## src/rtl/rf_preadd_pkg.sv

```systemverilog
// Shared types and defaults for the symmetric-tap pre-add sequencer.
package rf_preadd_pkg;

  localparam int DATA_W_DEF  = 30;
  localparam int RF_SIZE_DEF = 8;

  typedef enum logic {
    IDLE = 1'b0,
    RUN  = 1'b1
  } state_e;

  function automatic int n_out(input int rf_size);
    return (rf_size + 1) / 2;
  endfunction

endpackage

```

## src/rtl/rf_preadd_out_reg.sv

```systemverilog
// Single-entry output register with valid/ready handshake for the pre-adder stream.
module rf_preadd_out_reg
  import rf_preadd_pkg::*;
#(
  parameter int SUM_W  = DATA_W_DEF + 1,
  parameter int ADDR_W = $clog2(RF_SIZE_DEF)
) (
  input  logic              clk,
  input  logic              rst_n,
  input  logic              load_i,
  input  logic [SUM_W-1:0]  data_i,
  input  logic [ADDR_W-1:0] tap_i,
  input  logic              last_i,
  input  logic              ready_i,
  output logic              load_ok_o,
  output logic              valid_o,
  output logic [SUM_W-1:0]  data_o,
  output logic [ADDR_W-1:0] tap_o,
  output logic              last_o
);

  logic              valid_q;
  logic [SUM_W-1:0]  data_q;
  logic [ADDR_W-1:0] tap_q;
  logic              last_q;

  // A new word may enter when the slot is empty or is being drained this cycle.
  assign load_ok_o = ~valid_q | ready_i;

  always_ff @(posedge clk) begin
    if (!rst_n) begin
      valid_q <= 1'b0;
      data_q  <= '0;
      tap_q   <= '0;
      last_q  <= 1'b0;
    end else if (load_i) begin
      valid_q <= 1'b1;
      data_q  <= data_i;
      tap_q   <= tap_i;
      last_q  <= last_i;
    end else if (ready_i) begin
      valid_q <= 1'b0;
    end
  end

  assign valid_o = valid_q;
  assign data_o  = data_q;
  assign tap_o   = tap_q;
  assign last_o  = last_q;

endmodule

```

## src/rtl/rf_symm_preadd_seq.sv

```systemverilog
// Walks symmetric tap pairs (k, RF_SIZE-1-k) of the register file and streams their pre-added sums.
// Optional RF_PREADD_SUB_EN adds a 'sub' input selecting pre-subtraction for antisymmetric filters.
module rf_symm_preadd_seq
  import rf_preadd_pkg::*;
#(
  parameter int DATA_W  = DATA_W_DEF,
  parameter int RF_SIZE = RF_SIZE_DEF,
  parameter int ADDR_W  = $clog2(RF_SIZE),
  parameter int SUM_W   = DATA_W + 1,
  parameter int N_OUT   = n_out(RF_SIZE)
) (
  input  logic              clk,
  input  logic              rst_n,
`ifdef RF_PREADD_SUB_EN
  input  logic              sub,
`endif
  input  logic              start,
  output logic              busy,
  output logic [ADDR_W-1:0] rf_addr_0,
  output logic [ADDR_W-1:0] rf_addr_1,
  input  logic [DATA_W-1:0] rf_data_0,
  input  logic [DATA_W-1:0] rf_data_1,
  output logic [SUM_W-1:0]  out_data,
  output logic [ADDR_W-1:0] out_tap,
  output logic              out_last,
  output logic              out_valid,
  input  logic              out_ready
);

  localparam logic [ADDR_W-1:0] TOP_ADDR = ADDR_W'(RF_SIZE - 1);
  localparam logic [ADDR_W-1:0] LAST_K   = ADDR_W'(N_OUT - 1);
  localparam logic [ADDR_W-1:0] CENTRE_K = ADDR_W'((RF_SIZE - 1) / 2);
  localparam bit                ODD      = (RF_SIZE % 2) == 1;

  state_e                    state_q;
  logic [ADDR_W-1:0]         k_q;
  logic                      sub_q;
  logic                      load_ok;
  logic                      capture;
  logic                      centre;
  logic signed [DATA_W-1:0]  d0;
  logic signed [DATA_W-1:0]  d1;
  logic signed [SUM_W-1:0]   data_d;

  // Centre tap of an odd-length file reads the same word on both ports; count it once.
  function automatic logic signed [SUM_W-1:0] preadd(
    input logic signed [DATA_W-1:0] a,
    input logic signed [DATA_W-1:0] b,
    input logic                     do_sub,
    input logic                     is_centre
  );
    logic signed [SUM_W-1:0] sa;
    logic signed [SUM_W-1:0] sb;
    sa = {a[DATA_W-1], a};
    sb = {b[DATA_W-1], b};
    if (is_centre) return do_sub ? '0 : sa;
    return do_sub ? (sa - sb) : (sa + sb);
  endfunction

  assign rf_addr_0 = k_q;
  assign rf_addr_1 = TOP_ADDR - k_q;
  assign d0        = rf_data_0;
  assign d1        = rf_data_1;
  assign centre    = ODD && (k_q == CENTRE_K);
  assign data_d    = preadd(d0, d1, sub_q, centre);
  assign busy      = (state_q == RUN) | out_valid;
  assign capture   = (state_q == RUN) & load_ok;

  always_ff @(posedge clk) begin
    if (!rst_n) begin
      state_q <= IDLE;
      k_q     <= '0;
    end else begin
      case (state_q)
        IDLE: begin
          if (start && !busy) begin
            state_q <= RUN;
            k_q     <= '0;
          end
        end
        RUN: begin
          if (capture) begin
            if (k_q == LAST_K) begin
              state_q <= IDLE;
              k_q     <= '0;
            end else begin
              k_q <= k_q + 1'b1;
            end
          end
        end
      endcase
    end
  end

`ifdef RF_PREADD_SUB_EN
  always_ff @(posedge clk) begin
    if (!rst_n) begin
      sub_q <= 1'b0;
    end else if ((state_q == IDLE) && start && !busy) begin
      sub_q <= sub;
    end
  end
`else
  assign sub_q = 1'b0;
`endif

  rf_preadd_out_reg #(
    .SUM_W  (SUM_W),
    .ADDR_W (ADDR_W)
  ) u_out_reg (
    .clk       (clk),
    .rst_n     (rst_n),
    .load_i    (capture),
    .data_i    (data_d),
    .tap_i     (k_q),
    .last_i    (k_q == LAST_K),
    .ready_i   (out_ready),
    .load_ok_o (load_ok),
    .valid_o   (out_valid),
    .data_o    (out_data),
    .tap_o     (out_tap),
    .last_o    (out_last)
  );

endmodule

```

## config.mk

```make
export PLATFORM = sky130hd
export DESIGN_NAME = rf_symm_preadd_seq
export DESIGN_NICKNAME = d
export VERILOG_FILES = /design/src/rtl/rf_preadd_pkg.sv /design/src/rtl/rf_preadd_out_reg.sv /design/src/rtl/rf_symm_preadd_seq.sv
export SDC_FILE = /design/constraint.sdc
export NUM_CORES = 1
export LEC_CHECK = 0
export CAP_MARGIN = 25
export CORE_MARGIN = 2
export CORE_UTILIZATION = 26
export CTS_CLUSTER_SIZE = 25
export DETAILED_ROUTE_END_ITERATION = 6
export PLACE_DENSITY = 0.52
export SYNTH_ARGS = -nofsm -noshare
export SYNTH_HDL_FRONTEND = slang
export SYNTH_SLANG_ARGS = --single-unit
```

## constraint.sdc

```tcl
create_clock -name clk -period 3.45 [get_ports clk]
set_clock_uncertainty 0.2 [all_clocks]
set_input_delay 0.8625 -clock clk [delete_from_list [all_inputs] [get_ports clk]]
set_output_delay 0.8625 -clock clk [all_outputs]
set_load 0.01 [all_outputs]
```

* Yosys cells after proc, flatten, opt, wreduce, memory -nomap -nowiden
Cells that the tools add are included.
Storage, ports and cells: flip-flop bits (word level) 40, word-level logic and storage cells 31
Operators by class: add/sub/neg operators 3, equality and inequality tests 3, muxes and demuxes 10, bitwise gates (word level) 5, reductions and logical operators 4
Operators by type and width (number):
- $add 30x30->31 | 1
- $mux 3 | 3
- $pmux 3 s2 | 1
- $mux 1 | 5
- $add 3x1->3 const B | 1
- $eq 3x2->1 const B | 1
- $sub 3x3->3 const A | 1
- $ne 2x1->1 const B | 1
- $ne 2x2->1 const B | 1
- $not 1->1 | 2
- $or 1x1->1 | 2
- $pmux 1 s2 | 1
- $reduce_and 2->1 | 1
- $reduce_bool 2->1 | 1
- $and 1x1->1 | 1
- $logic_and 1x1->1 | 1
- $logic_not 1->1 | 1

* Depth between registers and ports, before layout
Gate-level depths: netlist of the first run.
depth in word-level cells 5, gate-level depth with buffers 9

* Cells and area by module
A second synthesis of the first run with hierarchy kept.
Unflattened totals: cell total of the unflattened synthesis 379, area, all modules 3241.9 µm²
By module, submodules not included:
- rf_symm_preadd_seq | instances 1, cells each 263, area an instance 1851.8 µm², sequential area each 80.1 µm²
- rf_preadd_out_reg | instances 1, cells each 116, area an instance 1390.1 µm², sequential area each 720.7 µm²

* Worst setup path after synthesis of the first run
Ideal clock, no wire load.
path type input-to-reg, start input rf_data_0[0], end register u_out_reg.data_q[26], in the netlist u_out_reg.data_o[26], arrival time 2723 ps, slack 396 ps, stages on the path 9, path buffers 0, cells stage by stage ha_1 > fa_1 > a21oi_1 > o211ai_1 > a21o_2 > a21bo_4 > a41oi_2 > mux2i_1 > o311ai_1
Between the ends: longest elaborated chain between the ends 1
Ends and longest elaborated chain:
- start: declaration | RTL line rf_symm_preadd_seq.sv:21 | input logic [DATA_W-1:0] rf_data_0,
- $add 30x30->31 | RTL line rf_symm_preadd_seq.sv:57 | return do_sub ? (sa - sb) : (sa + sb);
- end signal: assignment | RTL line rf_preadd_out_reg.sv:38 | data_q <= data_i;
- end: declaration | RTL line rf_preadd_out_reg.sv:23 | logic [SUM_W-1:0] data_q;
Every way passes these cells. A chain may end at the register's enable or synchronous reset.

* Worst setup path after layout of the first run
Same ends and word-level chain as after synthesis.

==> qor.csv, run 1 <==
stage,metric,value,unit
status,status,"complete, no violations",
yosys,synth_area_leaders,"dfxtp_1 25%, ha_1 12%, a21oi_1 8.8%, nand2_1 6.3%, nand3_1 3.6%",
timing,hold_ws,0.248,ns
cells_and_area,n_fill_cell,1261,
setup_path,critical_path_arrival,3.26,ns
route,num_vias,3416,
clocking,clock_latency,0.28,ns
global_routing,busiest_layer,met2,
yosys,synthTopCellsByCount,"56 x a21oi_1, 54 x nand2_1, 40 x dfxtp_1, 31 x ha_1",
route,drt-initial-drc-count,166,
timing,slew_violations,0,
yosys,yosysSeqAreaShare,0.250,
cells_and_area,final_util,0.393,
yosys,avgSynthCellArea,7.78,um^2
die,initial_utilization,0.266,
clocking,cts_max_level,2,
die,fp.dieW,115,um
clocking,postCtsSetupRepairBufs,0,
route,antenna_left,0,
power,ir_worst_vdd,0.196,mV
hold_path,min_path_type,flip-flop to flip-flop,
global_routing,antenna_found_initial,0,
timing,maxSlewHeadroom,0.663,
clocking,clock_sinks,40,
cells_and_area,fin_nets,625,
die,io_pins,107,
global_routing,grt_usage,0.146,
placed_design,place_hpwl,7940,um
yosys,netlist_area,3200,um^2
route,drc,0,
timing,fmax,302,MHz
setup_path,crit_path_start_kind,input pin,
setup_path,cp.required,3.40,ns
die,rows,40,
cells_and_area,synthToLayoutAreaGrowth,47.6,%
global_routing,met1_usage,0.199,
power,power,1.83,mW
global_routing,grt_pass1_wl,15700,um
timing,fin_crit,3.31,ns
run,maxCapViolCount,0,
clocking,cts_buffers,5,
setup_path,crit_type,input pin to flip-flop,
yosys,yosys_warnings,0,
timing,final_hold_viol_count,0,
timing,setup-tns-final,0,ns
yosys,async_reset_ff_frac,0,
global_routing,grt_max_degree,18,
timing,rsz0062_at_grt,false,
yosys,synth_top_area_frac,0.250,
placed_design,io_buffers,106,
die,core,12000,um^2
yosys,ys.flop_type,dfxtp_1,
global_routing,grt_pass1_vias,3334,
die,fp.dieH,115,um
timing,timing.final.crit_share,0.958,
route,via_per_inst,5.05,
global_routing,gr-usage-met3,0.0258,
clocking,clk_pin_slew,0.06,ns
clocking,cts_buffer_depth,2,
clocking,cts_tree,built,
yosys,netlist-cell-type-count,65,
cells_and_area,diodes,0,
placed_design,dpl_cell_area,4490,um^2
die,die_area,13200,um^2
timing,setup_viol,0,
route,finalWirelength,9880,um
power,p_leak,1.84,nW
yosys,syn_inst,411,
timing,worstMarginPinSlew,0.504,ns
setup_path,cp-end-kind,flip-flop,
yosys,synth-seq-cells,40,
yosys,synth_largest_area_cell,dfxtp_1,
cells_and_area,final_area,4720,um^2
cells_and_area,layout-drive-gt1-share,0.102,
yosys,synth_edf_count,0,
global_routing,use_met2,0.246,
route,dr.pass1.iters,4,
yosys,synth_most_common_cell,a21oi_1,
yosys,syn_nets,507,
global_routing,grt-ovfl-total,0,
setup_path,cp_max_fo,4,
placed_design,gp_congestion,0.852,
route,post_drt_wl_per_cell,14.6,um
power,power_density,388,nW/um^2
clocking,root_buffer,clkbuf_16,
[worst paths after layout]
path | slack (ns) | endpoint | cells after the start | startpoint
setup / recovery | 0.14 | u_out_reg.data_o[26]$_SDFFE_PN0P_ | 10 | rf_data_0[0]
hold / removal | 0.25 | u_out_reg.data_o[13]$_SDFFE_PN0P_ | 2 | u_out_reg.data_o[13]$_SDFFE_PN0P_
setup reg to reg | 1.55 | u_out_reg.data_o[30]$_SDFFE_PN0P_ | 7 | state_q$_SDFF_PN0_
hold reg to reg | 0.25 | u_out_reg.data_o[13]$_SDFFE_PN0P_ | 2 | u_out_reg.data_o[13]$_SDFFE_PN0P_
[cell usage in the layout (no fill, tap or decap), types with 5 or more instances in the layout]
cell,n
clkdlybuf4s50_1,106
a21oi_1,55
nand2_1,54
dfxtp_1,40
ha_1,31
nor2_1,23
nand3_1,23
buf_4,23
o21ai_0,20
inv_1,13
nand4_1,12
a21o_1,12
xnor2_1,9
nor3_1,6
o211ai_1,5
or3_1,5
clkbuf_16,5
[stage by stage]
step	std cells	worst slack, ns
after floorplan	411	0.396
after global placement	669	-0.182
after detailed placement	669	-0.243
after CTS	677	0.0336
after global routing	677	0.0518
final	677	0.144
[sequential cells by signal, summed over array words and instances (netlist names)]
signal,flops
u_out_reg.last_o,1
rf_addr_0,3
u_out_reg.valid_o,1
state_q,1
u_out_reg.tap_o,3
u_out_reg.data_o,31
[cells by family (layout without fill, tap and decap cells)]
group | after synthesis | count (layout) | share of synthesized area
DFF | 40 | 40 | 0.250
AOI/OAI and AO/OA | 135 | 135 | 0.278
and+or+nand+nor | 154 | 154 | 0.238
muxes | 5 | 5 | 0.0160
buffers and inverters | 32 | 151 | 0.0547
xor gates and xnor gates | 13 | 13 | 0.0356
adders and majority gates | 32 | 32 | 0.127
[where the power goes]
group	switching, mW	leakage (nW)	internal, mW	total, mW
logic	0.314	1.41	0.307	0.621
clock network	0.197	0.104	0.488	0.685
registers	0.0256	0.326	0.500	0.526
total	0.537	1.84	1.30	1.83
[cell type report]
cell class / count / area [um^2] / area share
Sequential cell: 40 / 801 / 0.170
Tap cell: 147 / 184 / 0.0389
Timing Repair Buffer: 129 / 1230 / 0.261
Multi-Input combinational cell: 339 / 2240 / 0.474
Clock inverter: 3 / 90.1 / 0.0191
Clock buffer: 5 / 125 / 0.0265
Inverter: 14 / 52.6 / 0.0111
[worst max-delay path, cell delays in order]
cell,delay [ns]
clkdlybuf4s50_1,0.40
ha_1,0.23
fa_2,0.37
a21oi_2,0.19
o211ai_1,0.14
a21o_2,0.24
a21bo_4,0.24
a41oi_2,0.25
mux2i_1,0.22
o311ai_1,0.11
[routing by layer]
metal  vias up  share of wire  routed length (um)
met5         -              0                   0
met4         0         0.0049                  48
met3         4          0.050                 495
met2        91           0.45                4460
met1      1572           0.49                4880
li1       1749              -                   -
[repair_timing]
item | CTS | global route
hold buffers | 0 | 0
gates resized for setup | 0 | 3
endpoints found under the setup margin | 0 | 2
Note: power is estimated with default switching activity, not from simulation.
==> run 2: changes to the inputs <==
--- a/config.mk
+++ b/config.mk
@@ -9,7 +9,7 @@
 export CORE_MARGIN = 2
 export CORE_UTILIZATION = 26
-export CTS_CLUSTER_SIZE = 25
+export CTS_CLUSTER_SIZE = 40
 export DETAILED_ROUTE_END_ITERATION = 6
-export PLACE_DENSITY = 0.52
+export PLACE_DENSITY = 0.46
 export SYNTH_ARGS = -nofsm -noshare
 export SYNTH_HDL_FRONTEND = slang
--- a/constraint.sdc
+++ b/constraint.sdc
@@ -3,3 +3,3 @@
 set_input_delay 0.8625 -clock clk [delete_from_list [all_inputs] [get_ports clk]]
 set_output_delay 0.8625 -clock clk [all_outputs]
-set_load 0.01 [all_outputs]
+set_load 0.05 [all_outputs]
==> run 2 against run 1 <==
Setup slack worse by 0.016 ns. Non-clock buffer count is 6 higher. Final cell count up 0.89%. Power down 4.4%. Clock-buffer cell count is 3 higher. Routed wire length increased by 4.2%. Core utilization fell by 0.26 points. Fmax shrank 0.48%. Largest cell class unchanged.
==> qor.csv, run 2 (synthesis gave the netlist of run 1 again) <==
stage,metric,value,unit,change
status,status,"complete, no violations",,
die,io_pins,107,,unchanged
global_routing,grt-ovfl-total,0,,unchanged
power,p_switching,0.650,mW,+21%
clocking,cts_buffers,5,,unchanged
setup_path,cp-endpoint,u_out_reg.data_o[26]$_SDFFE_PN0P_,,
cells_and_area,mostFrequentLayoutCell,clkdlybuf4s50_1,,
power,switching_share,0.371,,+0.0781
route,dr.pass1.iters,4,,unchanged
cells_and_area,layout-drive-gt1-share,0.106,,+0.00446
cells_and_area,final_area,4690,um^2,-0.66%
clocking,cts_max_level,2,,unchanged
route,finalWirelength,10300,um,+4.2%
route,drt-initial-drc-count,200,,+20%
power,clockPowerShare,0.272,,-0.102
setup_path,crit_path_max_incr_delay,0.40,ns,about the same
timing,final_hold_viol_count,0,,unchanged
timing,setup_viol,0,,unchanged
clocking,clock_sinks,40,,unchanged
cells_and_area,diodes,0,,unchanged
cells_and_area,n_fill_cell,1269,,+0.63%
power,power_frac_seq,0.301,,+0.014
timing,fmax,301,MHz,-0.48%
timing,maxSlewHeadroom,0.631,,-0.0317
setup_path,path_cells,clkdlybuf4s50_1 > ha_1 > fa_2 > a21oi_2 > o211ai_1 > a21o_2 > a21bo_4 > a41oi_2 > mux2i_1 > o311ai_1,,
die,initial_utilization,0.266,,unchanged
hold_path,whs_path_depth,2,,unchanged
global_routing,grt_usage,0.159,,+0.0127
timing,fin_crit,3.32,ns,+0.0158 ns
die,die_area,13200,um^2,unchanged
setup_path,cp.required,3.42,ns,+0.02 ns
placed_design,place_hpwl,8280,um,+4.3%
cells_and_area,synthToLayoutAreaGrowth,46.7,%,
timing,setup-tns-final,0,ns,unchanged
setup_path,r2r_end,u_out_reg.data_o[26]$_SDFFE_PN0P_,,
timing,rsz0062_at_grt,false,,
power,power.internal,1.10,mW,-15%
timing,worstMarginPinSlew,0.551,ns,+0.0470 ns
power,p_leak,1.84,nW,-0.24%
die,fp.dieW,115,um,unchanged
timing,final.setup.worst_slack,0.128,ns,-0.0158 ns
global_routing,grt_pass1_vias,3448,,+3.4%
setup_path,crit_type,input pin to flip-flop,,
cells_and_area,layout_common_cells,"106 x clkdlybuf4s50_1, 55 x a21oi_1, 54 x nand2_1",,
route,drc,0,,unchanged
cells_and_area,largest_reg_flops,31,,unchanged
timing,slew_violations,0,,unchanged
power,power,1.75,mW,-4.4%
hold_path,min_path_type,flip-flop to flip-flop,,
power,p_comb_frac,0.427,,+0.088
clocking,cts_buffer_depth,2,,unchanged
cells_and_area,layout.cells.non_filler,683,,+0.89%
die,fp.dieH,115,um,unchanged
route,via_per_inst,5.17,,+2.5%
route,antenna_left,0,,unchanged
power,ir_worst_vdd,0.156,mV,-21%
clocking,root_buffer,clkbuf_16,,
setup_path,cp_slowest_cell,clkdlybuf4s50_1,,
setup_path,cp_max_fo,4,,unchanged
route,post_drt_wl_per_cell,15.1,um,+3.3%
clocking,clk_pin_slew,0.06,ns,about the same
global_routing,grt_max_degree,19,,+1
placed_design,gp_congestion,0.801,,-5.9%
placed_design,dp_cells,675,,+0.90%
setup_path,ff2ff_setup_slack,1.64,ns,+0.09 ns
setup_path,worstRegToRegCells,6,,-1
timing,timing.final.crit_share,0.963,,+0.00459
setup_path,critical_path_arrival,3.29,ns,+0.03 ns
global_routing,grt_pass1_wl,16900,um,+7.3%
setup_path,r2r-start,state_q$_SDFF_PN0_,,
setup_path,critPathLaunch,rf_data_0[0],,
route,num_vias,3532,,+3.4%
cells_and_area,fin_nets,631,,+0.96%
placed_design,preCtsSetupSlack,-0.255,ns,-0.0114 ns
die,rows,40,,unchanged
run,maxCapViolCount,0,,unchanged
clocking,hold_buffers,0,,unchanged
global_routing,antenna_found_initial,0,,unchanged
setup_path,cp-end-kind,flip-flop,,
placed_design,io_buffers,106,,unchanged
placed_design,dpl_cell_area,4540,um^2,+1.0%
setup_path,crit_path_start_kind,input pin,,
power,power_density,373,nW/um^2,-3.8%
die,core,12000,um^2,unchanged
clocking,cts_tree,built,,
clocking,clock_latency,0.28,ns,about the same
run 2: cell types whose count changed in the layout (fill, tap and decap cells not counted):
cell / previous run / this run
a41oi_2: 2 / 1
bufinv_16: 3 / 0
buf_4: 23 / 29
clkbuf_8: 0 / 1
a41oi_1: 2 / 3
clkbuf_1: 0 / 2
run 2: worst min path at each step:
stage	end	from	slack [ns]
after floorplan	u_out_reg.valid_o$_SDFFE_PN0P_	state_q$_SDFF_PN0_	0.42
after detailed placement	u_out_reg.data_o[5]$_SDFFE_PN0P_	u_out_reg.data_o[5]$_SDFFE_PN0P_	0.25
after CTS	u_out_reg.data_o[5]$_SDFFE_PN0P_	u_out_reg.data_o[5]$_SDFFE_PN0P_	0.25
after global placement	u_out_reg.data_o[13]$_SDFFE_PN0P_	u_out_reg.data_o[13]$_SDFFE_PN0P_	0.24
after global routing	u_out_reg.data_o[13]$_SDFFE_PN0P_	u_out_reg.data_o[13]$_SDFFE_PN0P_	0.27
final	u_out_reg.tap_o[0]$_SDFFE_PN0P_	u_out_reg.tap_o[0]$_SDFFE_PN0P_	0.25
run 2: area by class of cell:
type,instances,area [um^2],share of cell area
flip-flops and latches,40,801,0.171
repair buffers,135,1280,0.273
clock buffers,8,146,0.0312
inverters,14,52.6,0.0112
well taps,147,184,0.0392
multi-input cells,339,2230,0.475
run 2: power by group through the flow:
stage / registers (mW) / logic [mW] / clock network (mW)
3_3_place_gp: 0.536 / 0.746 / 0
5_1_grt: 0.530 / 0.816 / 0.507
2_1_floorplan: 0.656 / 0.353 / 0
4_1_cts: 0.526 / 0.752 / 0.492
6_report: 0.526 / 0.748 / 0.476
3_5_place_dp: 0.536 / 0.748 / 0
run 2: metrics by stage:
step / hold slack [ns] / utilization
2_1_floorplan: 0.415 / -
3_3_place_gp: 0.238 / 0.378
3_5_place_dp: 0.247 / 0.378
4_1_cts: 0.255 / 0.390
5_1_grt: 0.272 / 0.391
6_report: 0.254 / 0.391
run 2: metal layers:
metal  share of wire  global-route usage  vias up
met2            0.46               0.259      111
li1                -                   -     1762
met4          0.0064              0.0369        0
met5               0                   0        -
met1            0.48               0.219     1653
met3           0.052              0.0264        6
run 2: repair_timing:
item	in CTS	in global routing
endpoints found under the setup margin	0	2
setup buffers	0	0
gates resized for setup	0	2
run 2: critical path: cells and delay by family:
kind / cells / cell delay (ns)
AO/OA/AOI/OAI: 6 / 1.18
adder cells (fa/ha/maj): 2 / 0.59
buffers and inverters: 1 / 0.40
multiplexers: 1 / 0.25
==> run 3: changes to the inputs <==
Settings changed: CTS_BUF_LIST set to sky130_fd_sc_hd__clkbuf_16.
==> run 3 against run 2 <==
Final cell count unchanged. Highest routed layer unchanged. Global-route usage about the same. Combinational power about the same. Routed wire length about the same. Core utilization down 0.083 points. Critical path depth unchanged. Critical endpoint unchanged. Worst hold slack unchanged. First-iteration DRC count up 3.5%. Non-clock buffer count unchanged.
==> qor.csv, run 3 (synthesis gave the netlist of run 1 again) <==
stage,metric,value,unit,change
status,status,"complete, no violations",,
cells_and_area,diodes,0,,unchanged
route,dr.pass1.iters,5,,+1
placed_design,dpl_cell_area,4540,um^2,unchanged
hold_path,whs_path_depth,2,,unchanged
global_routing,grt_max_degree,19,,unchanged
cells_and_area,n_fill_cell,1268,,-0.079%
setup_path,crit_path_start_kind,input pin,,
timing,final_hold_viol_count,0,,unchanged
cells_and_area,layout.cells.non_filler,683,,unchanged
setup_path,crit_type,input pin to flip-flop,,
power,power.internal,1.07,mW,-2.6%
setup_path,cp_slowest_cell,clkdlybuf4s50_1,,
power,p_switching,0.649,mW,-0.12%
clocking,clk_pin_slew,0.06,ns,about the same
route,drt-initial-drc-count,207,,+3.5%
placed_design,gp_congestion,0.801,,unchanged
route,antenna_left,0,,unchanged
setup_path,critical_path_arrival,3.29,ns,about the same
cells_and_area,fin_nets,631,,unchanged
timing,fin_crit,3.32,ns,-0.000822 ns
cells_and_area,layout-drive-gt1-share,0.104,,-0.00187
global_routing,antenna_found_initial,0,,unchanged
cells_and_area,regArea,801,um^2,unchanged
setup_path,cp.required,3.42,ns,about the same
clocking,cts_resized,0,,unchanged
setup_path,crit_path_max_incr_delay,0.40,ns,about the same
placed_design,place_hpwl,8280,um,unchanged
cells_and_area,multiInputGateArea,2230,um^2,unchanged
die,fp.dieW,115,um,unchanged
route,post_drt_wl_per_cell,15.1,um,about the same
clocking,postCtsSetupRepairBufs,0,,unchanged
global_routing,grt_usage,0.158,,-0.000330
placed_design,dp_cells,675,,unchanged
power,clockPowerShare,0.260,,-0.012
route,drc,0,,unchanged
cells_and_area,synthToLayoutAreaGrowth,46.3,%,
timing,final.setup.worst_slack,0.129,ns,+0.000822 ns
cells_and_area,mostFrequentLayoutCell,clkdlybuf4s50_1,,
die,rows,40,,unchanged
route,num_vias,3530,,-0.057%
setup_path,cp_max_fo,4,,unchanged
clocking,cts_buffers,5,,unchanged
clocking,cts_buffer_depth,2,,unchanged
route,via_per_inst,5.17,,about the same
run,maxCapViolCount,0,,unchanged
die,core,12000,um^2,unchanged
setup_path,worstRegToRegCells,6,,unchanged
global_routing,grt_pass1_vias,3447,,-0.029%
cells_and_area,largest_reg_flops,31,,unchanged
timing,fmax,301,MHz,about the same
cells_and_area,final_util,0.390,,-0.000833
power,power_density,368,nW/um^2,-1.4%
power,switching_share,0.377,,+0.00582
power,ir_worst_vdd,0.166,mV,+6.8%
clocking,clock_sinks,40,,unchanged
hold_path,min_path_type,flip-flop to flip-flop,,
clocking,cts_tree,built,,
power,p_leak,1.84,nW,+0.15%
global_routing,grt_pass1_wl,16900,um,about the same
placed_design,preCtsSetupSlack,-0.255,ns,unchanged
die,initial_utilization,0.266,,unchanged
timing,rsz0062_at_grt,false,,
setup_path,path_cells,clkdlybuf4s50_1 > ha_1 > fa_2 > a21oi_2 > o211ai_1 > a21o_2 > a21bo_4 > a41oi_2 > mux2i_1 > o311ai_1,,
timing,timing.final.crit_share,0.963,,about the same
cells_and_area,layout_common_cells,"106 x clkdlybuf4s50_1, 55 x a21oi_1, 54 x nand2_1",,
clocking,cts_max_level,2,,unchanged
global_routing,grt-ovfl-total,0,,unchanged
timing,setup_viol,0,,unchanged
cells_and_area,final_area,4680,um^2,-0.21%
clocking,root_buffer,clkbuf_16,,
clocking,hold_buffers,0,,unchanged
setup_path,cp-end-kind,flip-flop,,
power,p_comb_frac,0.435,,+0.008
power,power_frac_seq,0.306,,+0.005
timing,setup-tns-final,0,ns,unchanged
die,fp.dieH,115,um,unchanged
placed_design,io_buffers,106,,unchanged
die,io_pins,107,,unchanged
timing,worstMarginPinSlew,0.551,ns,unchanged
clocking,clock_latency,0.28,ns,about the same
timing,slew_violations,0,,unchanged
die,die_area,13200,um^2,unchanged
route,finalWirelength,10300,um,about the same
timing,maxSlewHeadroom,0.631,,unchanged
## run 3: changes by cell type in the layout (fill, tap and decap cells not counted), sizes merged
cell	previous run	this run
inv	14	16
clkbuf	8	5
clkinv	0	1
## run 3: worst paths after layout
path                              startpoint                                end  slack, ns
max                             rf_data_0[0]  u_out_reg.data_o[26]$_SDFFE_PN0P_       0.13
min          u_out_reg.tap_o[0]$_SDFFE_PN0P_    u_out_reg.tap_o[0]$_SDFFE_PN0P_       0.25
max reg2reg               state_q$_SDFF_PN0_  u_out_reg.data_o[26]$_SDFFE_PN0P_       1.66
min reg2reg  u_out_reg.tap_o[0]$_SDFFE_PN0P_    u_out_reg.tap_o[0]$_SDFFE_PN0P_       0.25
## run 3: routing by layer
metal  track usage  up-vias  part of all wire
met3        0.0264        4             0.053
li1              -     1763                 -
met1         0.219     1653              0.48
met5             0        -                 0
met4        0.0345        0            0.0045
met2         0.259      110              0.46
## run 3: stage by stage
stage / hold slack [ns] / power, mW
detailed placement: 0.247 / 1.28
global placement: 0.238 / 1.28
CTS: 0.255 / 1.74
floorplan: 0.415 / 1.01
global route: 0.272 / 1.82
finish: 0.254 / 1.72
## run 3: final cells by class
class / count / area share
clock buffer: 5 / 0.0267
clock inverter: 3 / 0.00241
inverter: 14 / 0.0112
multi-input combinational: 339 / 0.476
sequential: 40 / 0.171
tap: 147 / 0.0393
timing repair buffer: 135 / 0.273
## run 3: power groups by stage
stage / clock network, mW / logic (mW) / registers [mW]
floorplan: 0 / 0.353 / 0.656
global placement: 0 / 0.746 / 0.536
detailed placement: 0 / 0.748 / 0.536
CTS: 0.460 / 0.752 / 0.526
global route: 0.477 / 0.816 / 0.530
finish: 0.447 / 0.748 / 0.526
## run 3: critical path, delay by kind of cell
kind	cells	cell delay (ns)
compound gates	6	1.18
fa+ha+maj	2	0.59
buf+inv	1	0.40
mux	1	0.25
